**src/rtl/alu_ctrl_pkg.sv**
```systemverilog
// Shared types, instruction field layout and opcode helpers for the ALU
// controller and its register file.
package alu_ctrl_pkg;

    localparam int DATA_W   = 4;
    localparam int REG_AW   = 3;
    localparam int NUM_REGS = 8;
    localparam int INSTR_W  = 16;

    localparam int OPC_MSB = 15;
    localparam int OPC_LSB = 12;
    localparam int RA_MSB  = 10;
    localparam int RA_LSB  = 8;
    localparam int RB_MSB  = 6;
    localparam int RB_LSB  = 4;
    localparam int IMM_MSB = 3;
    localparam int IMM_LSB = 0;

    typedef enum logic [3:0] {
        OP_NOP = 4'b0000,
        OP_ADD = 4'b0001,
        OP_SUB = 4'b0010,
        OP_AND = 4'b0011,
        OP_OR  = 4'b0100,
        OP_XOR = 4'b0101,
        OP_MOV = 4'b0110,
        OP_RSH = 4'b0111,
        OP_LSH = 4'b1000,
        OP_LDI = 4'b1001,
        OP_ADI = 4'b1010,
        OP_CMP = 4'b1101
    } opcode_t;

    typedef enum logic [1:0] {
        ST_IDLE = 2'd0,
        ST_EXEC = 2'd1,
        ST_WB   = 2'd2
    } state_t;

    typedef struct packed {
        logic [3:0]        opcode;
        logic [REG_AW-1:0] ra;
        logic [REG_AW-1:0] rb;
        logic [DATA_W-1:0] imm;
    } instr_fields_t;

    function automatic instr_fields_t decode_instr(input logic [INSTR_W-1:0] word);
        instr_fields_t f;
        f.opcode = word[OPC_MSB:OPC_LSB];
        f.ra     = word[RA_MSB:RA_LSB];
        f.rb     = word[RB_MSB:RB_LSB];
        f.imm    = word[IMM_MSB:IMM_LSB];
        return f;
    endfunction

    function automatic logic op_writes_back(input logic [3:0] opcode);
        logic wb;
        case (opcode)
            OP_ADD, OP_SUB, OP_AND, OP_OR, OP_XOR,
            OP_MOV, OP_RSH, OP_LSH, OP_LDI, OP_ADI: wb = 1'b1;
            default:                                wb = 1'b0;
        endcase
        return wb;
    endfunction

    // CMP updates flags like a subtract but never touches the register file.
    function automatic logic op_sets_flags(input logic [3:0] opcode);
        return op_writes_back(opcode) || (opcode == OP_CMP);
    endfunction

    function automatic logic op_uses_imm(input logic [3:0] opcode);
        return (opcode == OP_LDI) || (opcode == OP_ADI);
    endfunction

    function automatic logic op_carry(input logic [3:0]        opcode,
                                      input logic [DATA_W-1:0] a,
                                      input logic [DATA_W-1:0] b);
        logic [DATA_W:0] sum;
        logic            c;
        sum = {1'b0, a} + {1'b0, b};
        case (opcode)
            OP_ADD, OP_ADI: c = sum[DATA_W];
            OP_SUB, OP_CMP: c = (a < b);
            OP_RSH:         c = a[0];
            OP_LSH:         c = a[DATA_W-1];
            default:        c = 1'b0;
        endcase
        return c;
    endfunction

endpackage

```
**src/rtl/alu_ctrl_regfile.sv**
```systemverilog
// 8x4 register file: one synchronous write port, two combinational operand
// read ports and a combinational debug read port.
module ctrl_regfile
    import alu_ctrl_pkg::*;
(
    input  logic              clk,
    input  logic              rst_n,
    input  logic              wr_en,
    input  logic [REG_AW-1:0] wr_addr,
    input  logic [DATA_W-1:0] wr_data,
    input  logic [REG_AW-1:0] rd_addr_a,
    output logic [DATA_W-1:0] rd_data_a,
    input  logic [REG_AW-1:0] rd_addr_b,
    output logic [DATA_W-1:0] rd_data_b,
    input  logic [REG_AW-1:0] dbg_addr,
    output logic [DATA_W-1:0] dbg_data
);

    logic [DATA_W-1:0] regs [NUM_REGS];

    always_ff @(posedge clk or negedge rst_n) begin
        if (!rst_n) begin
            for (int i = 0; i < NUM_REGS; i++) begin
                regs[i] <= '0;
            end
        end else if (wr_en) begin
            regs[wr_addr] <= wr_data;
        end
    end

    // No write-through: a write only becomes visible after the clock edge.
    assign rd_data_a = regs[rd_addr_a];
    assign rd_data_b = regs[rd_addr_b];
    assign dbg_data  = regs[dbg_addr];

endmodule

```
**src/rtl/alu_ctrl.sv**
```systemverilog
// Three-phase instruction controller driving an external combinational ALU:
// capture in IDLE, operate in EXEC, retire (writeback + flags) leaving WB.
module alu_ctrl
    import alu_ctrl_pkg::*;
(
    input  logic               clk,
    input  logic               rst_n,
    input  logic               instr_valid,
    input  logic [INSTR_W-1:0] instr,
    output logic               instr_ready,
    output logic [3:0]         alu_op,
    output logic [DATA_W-1:0]  alu_a,
    output logic [DATA_W-1:0]  alu_b,
    input  logic [DATA_W-1:0]  alu_o,
    output logic               done,
    output logic               flag_z,
    output logic               flag_c,
    input  logic [REG_AW-1:0]  dbg_addr,
    output logic [DATA_W-1:0]  dbg_data
);

    state_t            state_q;
    state_t            state_d;
    instr_fields_t     cur_q;
    logic [DATA_W-1:0] result_q;
    logic              carry_q;
    logic              carry_d;
    logic              flag_z_q;
    logic              flag_c_q;
    logic              wr_en;
    logic              flag_en;
    logic [DATA_W-1:0] rd_data_a;
    logic [DATA_W-1:0] rd_data_b;
    logic              unused_instr_bits;

    assign unused_instr_bits = ^{instr[11], instr[7]};

    always_ff @(posedge clk or negedge rst_n) begin
        if (!rst_n) begin
            state_q <= ST_IDLE;
        end else begin
            state_q <= state_d;
        end
    end

    // Next state plus every per-state output; the ALU sees zeros outside EXEC.
    always_comb begin
        state_d     = state_q;
        instr_ready = 1'b0;
        done        = 1'b0;
        alu_op      = 4'b0000;
        alu_a       = '0;
        alu_b       = '0;
        wr_en       = 1'b0;
        flag_en     = 1'b0;
        case (state_q)
            ST_IDLE: begin
                instr_ready = 1'b1;
                if (instr_valid) begin
                    state_d = ST_EXEC;
                end
            end
            ST_EXEC: begin
                alu_op  = (cur_q.opcode == OP_CMP) ? 4'(OP_SUB) : cur_q.opcode;
                alu_a   = rd_data_a;
                alu_b   = op_uses_imm(cur_q.opcode) ? cur_q.imm : rd_data_b;
                state_d = ST_WB;
            end
            ST_WB: begin
                done    = 1'b1;
                wr_en   = op_writes_back(cur_q.opcode);
                flag_en = op_sets_flags(cur_q.opcode);
                state_d = ST_IDLE;
            end
            default: begin
                state_d = ST_IDLE;
            end
        endcase
    end

    always_ff @(posedge clk or negedge rst_n) begin
        if (!rst_n) begin
            cur_q <= '0;
        end else if (instr_ready && instr_valid) begin
            cur_q <= decode_instr(instr);
        end
    end

    // Carry is derived from the operands actually presented to the ALU.
    assign carry_d = op_carry(cur_q.opcode, alu_a, alu_b);

    always_ff @(posedge clk or negedge rst_n) begin
        if (!rst_n) begin
            result_q <= '0;
            carry_q  <= 1'b0;
        end else if (state_q == ST_EXEC) begin
            result_q <= alu_o;
            carry_q  <= carry_d;
        end
    end

    always_ff @(posedge clk or negedge rst_n) begin
        if (!rst_n) begin
            flag_z_q <= 1'b0;
            flag_c_q <= 1'b0;
        end else if (flag_en) begin
            flag_z_q <= (result_q == '0);
            flag_c_q <= carry_q;
        end
    end

    assign flag_z = flag_z_q;
    assign flag_c = flag_c_q;

    ctrl_regfile u_regfile (
        .clk       (clk),
        .rst_n     (rst_n),
        .wr_en     (wr_en),
        .wr_addr   (cur_q.ra),
        .wr_data   (result_q),
        .rd_addr_a (cur_q.ra),
        .rd_data_a (rd_data_a),
        .rd_addr_b (cur_q.rb),
        .rd_data_b (rd_data_b),
        .dbg_addr  (dbg_addr),
        .dbg_data  (dbg_data)
    );

endmodule
```
**config.mk**
```make
export PLATFORM = sky130hd
export DESIGN_NAME = alu_ctrl
export DESIGN_NICKNAME = d
export VERILOG_FILES = /design/src/rtl/alu_ctrl_pkg.sv /design/src/rtl/alu_ctrl_regfile.sv /design/src/rtl/alu_ctrl.sv
export SDC_FILE = /design/constraint.sdc
export NUM_CORES = 1
export LEC_CHECK = 0
export CAP_MARGIN = 20
export CORE_MARGIN = 8
export CORE_UTILIZATION = 45
export CTS_BUF_LIST = sky130_fd_sc_hd__clkbuf_4
export DETAILED_ROUTE_END_ITERATION = 6
export PLACE_DENSITY = 0.67
export SYNTH_ARGS = -nofsm -noshare
export SYNTH_HDL_FRONTEND = slang
export SYNTH_SLANG_ARGS = --single-unit
```
**constraint.sdc**
```tcl
create_clock -name clk -period 3.3 [get_ports clk]
set_input_delay 0.66 -clock clk [delete_from_list [all_inputs] [get_ports clk]]
set_output_delay 0.66 -clock clk [all_outputs]
set_load 0.03 [all_outputs]
```
# After elaboration in Yosys (flattened, before gate mapping)
# Memories as Yosys holds them, arrays and structs flattened.
# Cells that the tools add are included.
[classes] add_sub_neg=1 order_cmp=5 eq_ne=10 n_mux=25 n_bitwise=3 n_reduce_logical=8
[ops] operator="2-to-1 mux 4 bit" n=12
[ops] operator="binary-select mux 4 bit (select 3 bit)" n=3
[ops] operator="bitwise mux 32 bit" n=1
[ops] operator="== test 4 bit (second input constant)" n=4
[ops] operator="demux 4 bit (select 3 bit)" n=1
[ops] operator=">= comparator 4 bit (second input constant)" n=3
[ops] operator="inverter 3 -> 4 bit" n=3
[ops] operator="adder 4 x 4 -> 5 bit" n=1
[ops] operator="2-to-1 mux 1 bit" n=5
[ops] operator="== test 4 x 1 -> 1 bit (second input constant)" n=1
[ops] operator="== test 4 x 2 -> 1 bit (second input constant)" n=1
[ops] operator="== test 4 x 3 -> 1 bit (second input constant)" n=1
[ops] operator="zero test 4 bit" n=1
[ops] operator="< comparator 4 x 1 -> 1 bit (second input constant)" n=1
[ops] operator="< comparator 4 bit" n=1
[ops] operator="case mux 1 bit (4 select lines)" n=1
[ops] operator="case mux 2 bit (2 select lines)" n=1
[ops] operator="OR reduction 2 bit" n=2
[ops] operator="== test 2 x 1 -> 1 bit (second input constant)" n=1
[ops] operator="== test 2 bit (second input constant)" n=1
[ops] operator="logical AND 1 bit" n=2
[ops] operator="zero test 2 bit" n=1
[ops] operator="logical OR 1 bit" n=2
[ops] operator="2-to-1 mux 2 bit" n=1
[ops] operator="!= test 2 bit (second input constant)" n=1
[word_totals] regBits=55 mem_bits_ro=32 input_bits=26 output_inout_bits=20 wordCells=71 mem_count=2
[memory_table] memory="(name not given)" depth=16 width=1 read_ports=1 rd_ports_with_merged_regs=0 wr=0 line="alu_ctrl_pkg.sv:58" source="case (opcode)"
[memory_table] memory="(name not given)" depth=16 width=1 read_ports=1 rd_ports_with_merged_regs=0 wr=0 line="alu_ctrl_pkg.sv:58"

# Longest topological paths before layout
# Gate-level depths: netlist of the first run.
[depth] word_depth=8 depth_mapped=13 depth_no_buf=11

# Cells and area by module
# Synthesis of the first run repeated with hierarchy kept, for this count alone.
[unflattened] hier_cells=249 area_unflattened_um2=3405.8
[modules_own_cells] mod="ctrl_regfile" n_inst=1 cells_each=114 area_each_um2=2065.7
[modules_own_cells] mod="alu_ctrl" n_inst=1 cells_each=135 area_each_um2=1340.0

# Worst setup path before layout of the first run
# Ideal clock, no wire load.
[synth_path] path_kind="register to register" startpoint="reg cur_q[7] (netlist bit)" endpoint="reg carry_q" setup_time_ps=94 arrival_time_ps=2916 setup_slack_ps=290 stages_incl_launch_ff=12 path_buffers=2 period_less_slack_ps=3010 cell_sequence="dfrtp_1 clkbuf_1 clkbuf_1 nand3_1 o211ai_1 o21ai_0 a21oi_1 ha_1 nor3b_1 nand3b_1 a221o_1 a211oi_1"
[synth_between] elab_chain_cells=7
[synth_rtl] item="start, declared" line="alu_ctrl.sv:24" source="instr_fields_t cur_q;"
[synth_rtl] item="start signal, assigned" line="alu_ctrl.sv:85" source="cur_q <= decode_instr(instr);"
[synth_rtl] item="inverter 3 -> 4 bit (not written as such) (*)" line="alu_ctrl_regfile.sv:32" source="assign rd_data_a = regs[rd_addr_a];"
[synth_rtl] item="binary-select mux 4 bit (select 3 bit) (*)" line="alu_ctrl_regfile.sv:32"
[synth_rtl] item="2-to-1 mux 4 bit (not written as such) (*) (2 in a row)" line="alu_ctrl_regfile.sv:32"
[synth_rtl] item="2-to-1 mux 4 bit (*)" line="alu_ctrl.sv:56" source="case (state_q)"
[synth_rtl] item="named net alu_a[2]" line="alu_ctrl.sv:12" source="output logic [DATA_W-1:0] alu_a,"
[synth_rtl] item="adder 4 x 4 -> 5 bit / < comparator 4 bit (equally long branches)" line="alu_ctrl_pkg.sv:80, alu_ctrl_pkg.sv:83"
[synth_rtl] item="case mux 1 bit (4 select lines) (*)" line="alu_ctrl_pkg.sv:81" source="case (opcode)"
[synth_rtl] item="end signal, assigned" line="alu_ctrl.sv:98" source="carry_q <= carry_d;"
[synth_rtl] item="end, declared" line="alu_ctrl.sv:26" source="logic carry_q;"
# The timed path passes the listed nets; every way through them passes the cells marked *. The select of a mux whose other input is x is not followed.
# A chain may end at the register's enable or synchronous reset.

# Worst setup path in the final report of the first run
[layout_path] startpoint="reg cur_q[4] (netlist bit)" endpoint="out alu_b[0]"
[layout_between] elab_chain_cells=6
[layout_rtl] item="inverter 3 -> 4 bit (not written as such)" line="alu_ctrl_regfile.sv:33" source="assign rd_data_b = regs[rd_addr_b];"
[layout_rtl] item="binary-select mux 4 bit (select 3 bit)" line="alu_ctrl_regfile.sv:33"
[layout_rtl] item="2-to-1 mux 4 bit (not written as such) (2 in a row)" line="alu_ctrl_regfile.sv:33"
[layout_rtl] item="2-to-1 mux 4 bit" line="alu_ctrl.sv:66" source="alu_b = op_uses_imm(cur_q.opcode) ? cur_q.imm : rd_data_b;"
[layout_rtl] item="2-to-1 mux 4 bit" line="alu_ctrl.sv:56"
[layout_rtl] item="end, declared" line="alu_ctrl.sv:13" source="output logic [DATA_W-1:0] alu_b,"
# Every way passes these cells. The select of a mux whose other input is x is not followed.

==> results.md, run 1 <==
* RSZ-0062 raised after global routing: false
* Final ANT Viol Nets at 0
* Worst Hold Class: primary input to async pin
* Pwr per Cell Area at 715 nW/um^2
* Die height at 103 um
* Grt met3 use at 3.04%
* Initial Utilization at 46.5%
* Post-DP HPWL at 6.00 mm
* Syn Inst Count at 286
* LEAKAGE at 1.76 nW
* Register area share after synthesis at 40.6%
* Share of cells above drive strength 1 at 27.2%
* Prevailing post-synth register cell: dfrtp_1
* Antenna fix cells at 0
* GR Layer Usage met2 at 25.0%
* H-Tree Depth at 2
* Pins Over Slew Limit at 0
* Max-cap violations at 0
* Max rail drop VDD at 421 uV
* Die W at 103 um
* Register bit total from synthesis at 55
* Final min period at 3.17 ns
* Total power at 2.85 mW
* Largest net degree at the start of global routing at 56
* Syn nets at 318
* GPL Wtd Cong at 0.843
* Worst-Skew Late Latency at 0.38 ns
* Slew at the pin closest to its max-slew limit at 0.879 ns
* Buf+Inv Stages, Crit Path at 1
* Fillers at 674
* # setup viols final at 0
* Status: finished clean
* Num CTS Buffers at 5
* Post-Syn Area at 3390 um^2
* CP arrival at 2.51 ns
* WL final at 8.02 mm
* Required time of the critical path at 2.64 ns
* Async SR Flop Fraction at 100%
* Reg area at 1390 um^2
* Buffers added on ports at 43
* Vias in the first global route at 2392
* CP max-delay cell: clkdlybuf4s50_1
* CTS hold repair buffers at 0
* Met1 Track Usage GR at 22.9%
* Hold Vio Cnt, Final at 0
* Multi-input gate area at 1890 um^2
* GRT overflow at 0
* Core region area at 7290 um^2
* Initial antenna violation count at 0
* Post-route clock period utilization at 96.0%
* Commonest non-fill, non-tap cell in the layout: dfrtp_1
* I/O pins at 46
* Clk root buf: clkbuf_4
* Clock buffer depth at 2
* Syn Area/Cell at 11.9 um^2
* EDFF count, synth at 0
* Synth warn at 0
* Crit-path leading delay family: multiplexers
* All-Layer GR Usage at 16.2%
* Wire length of the first global-routing pass at 13.2 mm
* Initial DRC Count at 178
* Setup TNS Final at 0 ns
* GR peak layer: met2
* Worst setup SP type: flop
* Synth unique cells at 46
* Critical path class: flop to output pin
* Avg Vias per Cell at 5.72
* Cell Rows at 31
* First drt pass iteration count at 4
* Crit. End Element: output pin
* Worst-path clk slew at 0.16 ns
* Critical path's largest stage delay at 0.61 ns
* Post-DR wirelength/cell at 19.1 um
* Vias at 2396
* # clock sinks at 55
* Slew headroom at 39.9%
* DRC Markers at 0
* Most frequent cells in the layout: dfrtp_1, mux2_2, clkdlybuf4s50_1, nand2_1
* CTS tree: yes
* Worst Path Max Fanout at 9
* Fmax at 316 MHz
* Total die area at 10600 um^2
* Skew final at 0.0107 ns
* Nets at 351
* Critical-path cell list: mux4_2 > mux2i_1 > a21oi_1 > clkdlybuf4s50_1
* Area delta synth->final at 17.5%
logic make-up after synthesis:
logic type	count (synthesis)	synth area share [%]
mux	83	34.2
simple gates	77	12.3
flops	55	40.6
compound gates	34	6.64
buf+inv	29	3.61
fa+ha+maj	6	2.21
xor+xnor	2	0.516
stage by stage:
step | util [%] | hold slack [ns] | worst slack, ns | instance area (um^2) | cells
after global routing | 54.7 | 0.438 | 0.0321 | 3990 | 419
after floorplan | - | 0.364 | 0.290 | 3390 | 286
final | 54.7 | 0.394 | 0.133 | 3990 | 419
after detailed placement | 53.3 | 0.495 | 0.288 | 3890 | 411
after CTS | 54.4 | 0.410 | 0.0296 | 3970 | 419
after global placement | 53.3 | 0.492 | 0.310 | 3890 | 411
power by group:
| part | leakage [nW] | switching [mW] | internal (mW) | total [mW] |
|---|---|---|---|---|
| combinational | 1.02 | 0.549 | 0.681 | 1.23 |
| clock | 0.0426 | 0.215 | 0.156 | 0.372 |
| sequential | 0.696 | 0.335 | 0.914 | 1.25 |
timing repair:
action,CTS,global route
buffers inserted,0,0
setup endpoints to repair,8,7
resized for setup,3,8
per-layer routing:
metal | vias up | share of wire [%]
met5 | - | 0
li1 | 1108 | -
met4 | 0 | 0.40
met1 | 1240 | 47
met3 | 2 | 4.1
met2 | 46 | 48
cell type report:
class                           instances  area share (%)
Clock buffer                            5           0.941
Multi-Input combinational cell        202            47.5
Inverter                                3           0.282
Tap cell                               99            3.11
Sequential cell                        55            34.8
Clock inverter                          3           0.973
Timing Repair Buffer                   52            12.4
worst register-to-register path, cell delays in order (launching register included):
cell	delay [ns]
dfrtp_4	0.57
mux4_2	0.56
mux2i_1	0.17
nand2_1	0.07
o21ai_0	0.11
nand2b_1	0.14
ha_1	0.24
nor3b_1	0.21
nand3b_1	0.10
a221o_1	0.32
a211oi_1	0.23
flip-flops by register name, summed over array words and instances (netlist names):
register and count:
cur_q 14, flag_z 1, u_regfile.regs 32, carry_q 1, state_q 2, result_q 4, flag_c 1
synth_stat cells (2+ instances only):
| library cell | n | area, um^2 |
|---|---|---|
| mux2_2 | 33 | 372 |
| mux2i_1 | 9 | 90.1 |
| nand2_1 | 27 | 101 |
| nor4_1 | 2 | 12.5 |
| nand2b_1 | 7 | 43.8 |
| nand4b_1 | 2 | 17.5 |
| nand3_1 | 5 | 25.0 |
| buf_2 | 5 | 25.0 |
| mux4_2 | 20 | 450 |
| o21ai_0 | 8 | 40.0 |
| mux2_1 | 20 | 225 |
| nor3b_1 | 2 | 15.0 |
| buf_1 | 5 | 18.8 |
| a21o_1 | 2 | 15.0 |
| nor2_1 | 14 | 52.6 |
| dfrtp_1 | 55 | 1380 |
| inv_1 | 3 | 11.3 |
| nand3b_1 | 6 | 45.0 |
| nor2_2 | 2 | 12.5 |
| a21oi_1 | 14 | 70.1 |
| clkbuf_1 | 15 | 56.3 |
| ha_1 | 6 | 75.1 |
final timing paths:
kind / from / endpoint / slack [ns] / cells past startpoint
hold / removal: rst_n / u_regfile.regs[5]$_DFFE_PN0P_ / 0.39 / 2
max in group asynchronous: rst_n / cur_q[8]$_DFFE_PN0P_ / 2.38 / 2
setup reg to reg: cur_q[4]$_DFFE_PN0P_ / carry_q$_DFFE_PN0P_ / 0.51 / 10
setup / recovery: cur_q[4]$_DFFE_PN0P_ / alu_b[0] / 0.13 / 4
min in group clk: carry_q$_DFFE_PN0P_ / flag_c$_DFFE_PN0P_ / 0.53 / 1
hold reg to reg: carry_q$_DFFE_PN0P_ / flag_c$_DFFE_PN0P_ / 0.53 / 1
No activity file was read; power rests on OpenSTA's default activity.
==> run 2, diff against run 1 <==
CAP_MARGIN = default   (was 20)
CORE_ASPECT_RATIO = 0.9   (was default)
HOLD_SLACK_MARGIN = 0.1   (was default)
==> results.md, run 2 (synthesis results as in run 1) <==
* Hold Vio Cnt, Final at 0
* DRC Markers at 0
* First drt pass iteration count at 4
* Slew at the pin closest to its max-slew limit at 0.717 ns
* Area delta synth->final at 17.8%
* LEAKAGE at 1.78 nW
* Worst-path clk slew at 0.18 ns
* Worst Hold Class: primary input to async pin
* Initial Utilization at 45.7%
* Die height at 98.4 um
* Cell Area, Placed at 3920 um^2
* # setup viols final at 0
* Vias at 2389
* Antenna fix cells at 0
* Top Registers: u_regfile.regs: 32 flops, cur_q: 14 flops, result_q: 4 flops
* Final ANT Viol Nets at 0
* Max reg flops at 32
* Total die area at 10600 um^2
* CTS tree: yes
* Status: finished clean
* Post-route clock period utilization at 97.1%
* Vias in the first global route at 2474
* CTS hold repair buffers at 0
* Most flops, register: u_regfile.regs
* Clock buffer depth at 2
* All-Layer GR Usage at 15.8%
* Nets at 356
* Slew headroom at 50.9%
* Commonest non-fill, non-tap cell in the layout: dfrtp_1
* Most frequent cells in the layout: dfrtp_1, mux2_2, clkdlybuf4s50_1, nand2_1
* Buffers added on ports at 43
* Initial antenna violation count at 0
* Fmax at 312 MHz
* Design Area, Final at 4000 um^2
* Core region area at 7430 um^2
* Fillers at 642
* Initial DRC Count at 113
* GPL Wtd Cong at 0.850
* Cell Rows at 30
* # clock sinks at 55
* Num CTS Buffers at 5
* WL final at 8.10 mm
* Critical-path cell list: buf_4 > mux2i_1 > o211ai_1 > o21ai_0 > a21oi_1 > clkdlybuf4s50_1
* Largest net degree at the start of global routing at 30
* Max rail drop VDD at 260 uV
* I/O pins at 46
* Final min period at 3.20 ns
* Required time of the critical path at 2.64 ns
* Pwr per Cell Area at 696 nW/um^2
* Pins Over Slew Limit at 0
* Crit-path leading delay family: buffers and inverters
* Max-cap violations at 0
* Worst setup SP type: flop
* Critical path's largest stage delay at 0.75 ns
* Post-DR wirelength/cell at 19.3 um
* Post-DP HPWL at 6.03 mm
* Total power at 2.78 mW
* H-Tree Depth at 2
* Crit. End Element: output pin
* Worst-Skew Late Latency at 0.40 ns
* Worst Path Max Fanout at 8
* GRT overflow at 0
* CP max-delay cell: clkdlybuf4s50_1
* Skew final at 0.0283 ns
* Share of cells above drive strength 1 at 27.8%
* Avg Vias per Cell at 5.69
* Critical path class: flop to output pin
* RSZ-0062 raised after global routing: false
* Buf+Inv Stages, Crit Path at 2
* Wire length of the first global-routing pass at 13.2 mm
* Die W at 108 um
* CP arrival at 2.54 ns
* Clk root buf: clkbuf_4
## run 2: metrics by stage
step                std cells  hold WS (ns)  util [%]  worst slack, ns  TNS [ns]
floorplan                 286         0.364         -            0.290         0
global placement          412         0.490      52.7         -0.00264  -0.00264
detailed placement        412         0.493      52.7          -0.0126   -0.0248
CTS                       419         0.251      53.5          0.00109         0
global route              420         0.280      53.8          0.00735         0
finish                    420         0.227      53.8           0.0963         0
## run 2: timing repair
action | CTS | global route
buffers inserted | 0 | 1
gates resized for setup | 5 | 7
endpoints found under the setup margin | 7 | 6
## run 2: power by group
group | switching (mW) | internal [mW]
Combinational | 0.566 | 0.690
Clock | 0.222 | 0.0822
Sequential | 0.312 | 0.912
## run 2: area by class of cell
class / count / area [um^2] / area share (%)
inverter: 3 / 11.3 / 0.282
clock buffer: 5 / 37.5 / 0.939
tap: 96 / 120 / 3.00
multi-input combinational: 202 / 1890 / 47.4
clock inverter: 2 / 16.3 / 0.407
timing repair buffer: 57 / 536 / 13.4
sequential: 55 / 1380 / 34.6
## run 2: path summary, 6_finish.rpt
path / cells after the start / from / slack (ns) / endpoint
setup / recovery: 6 / cur_q[8]$_DFFE_PN0P_ / 0.1 / alu_a[2]
hold / removal: 1 / rst_n / 0.23 / u_regfile.regs[19]$_DFFE_PN0P_
setup reg to reg: 10 / cur_q[4]$_DFFE_PN0P_ / 0.37 / carry_q$_DFFE_PN0P_
hold reg to reg: 1 / cur_q[3]$_DFFE_PN0P_ / 0.53 / cur_q[3]$_DFFE_PN0P_
max in group asynchronous: 2 / rst_n / 2.20 / cur_q[4]$_DFFE_PN0P_
min in group clk: 1 / cur_q[3]$_DFFE_PN0P_ / 0.53 / cur_q[3]$_DFFE_PN0P_
## run 2: layer usage
metal  global-route usage [%]  share of wire [%]  vias to the layer above
li1                         -                  -                     1122
met1                     22.2                 49                     1210
met2                     23.8                 46                       48
met3                     3.36                4.1                        9
met4                     4.58                1.4                        0
met5                        0                  0                        -
==> run 3, diff against run 2 <==
CAP_MARGIN = 20   (was default)
==> results of run 3 <==
Final layout, timing and power as in run 2 (identical DEF).
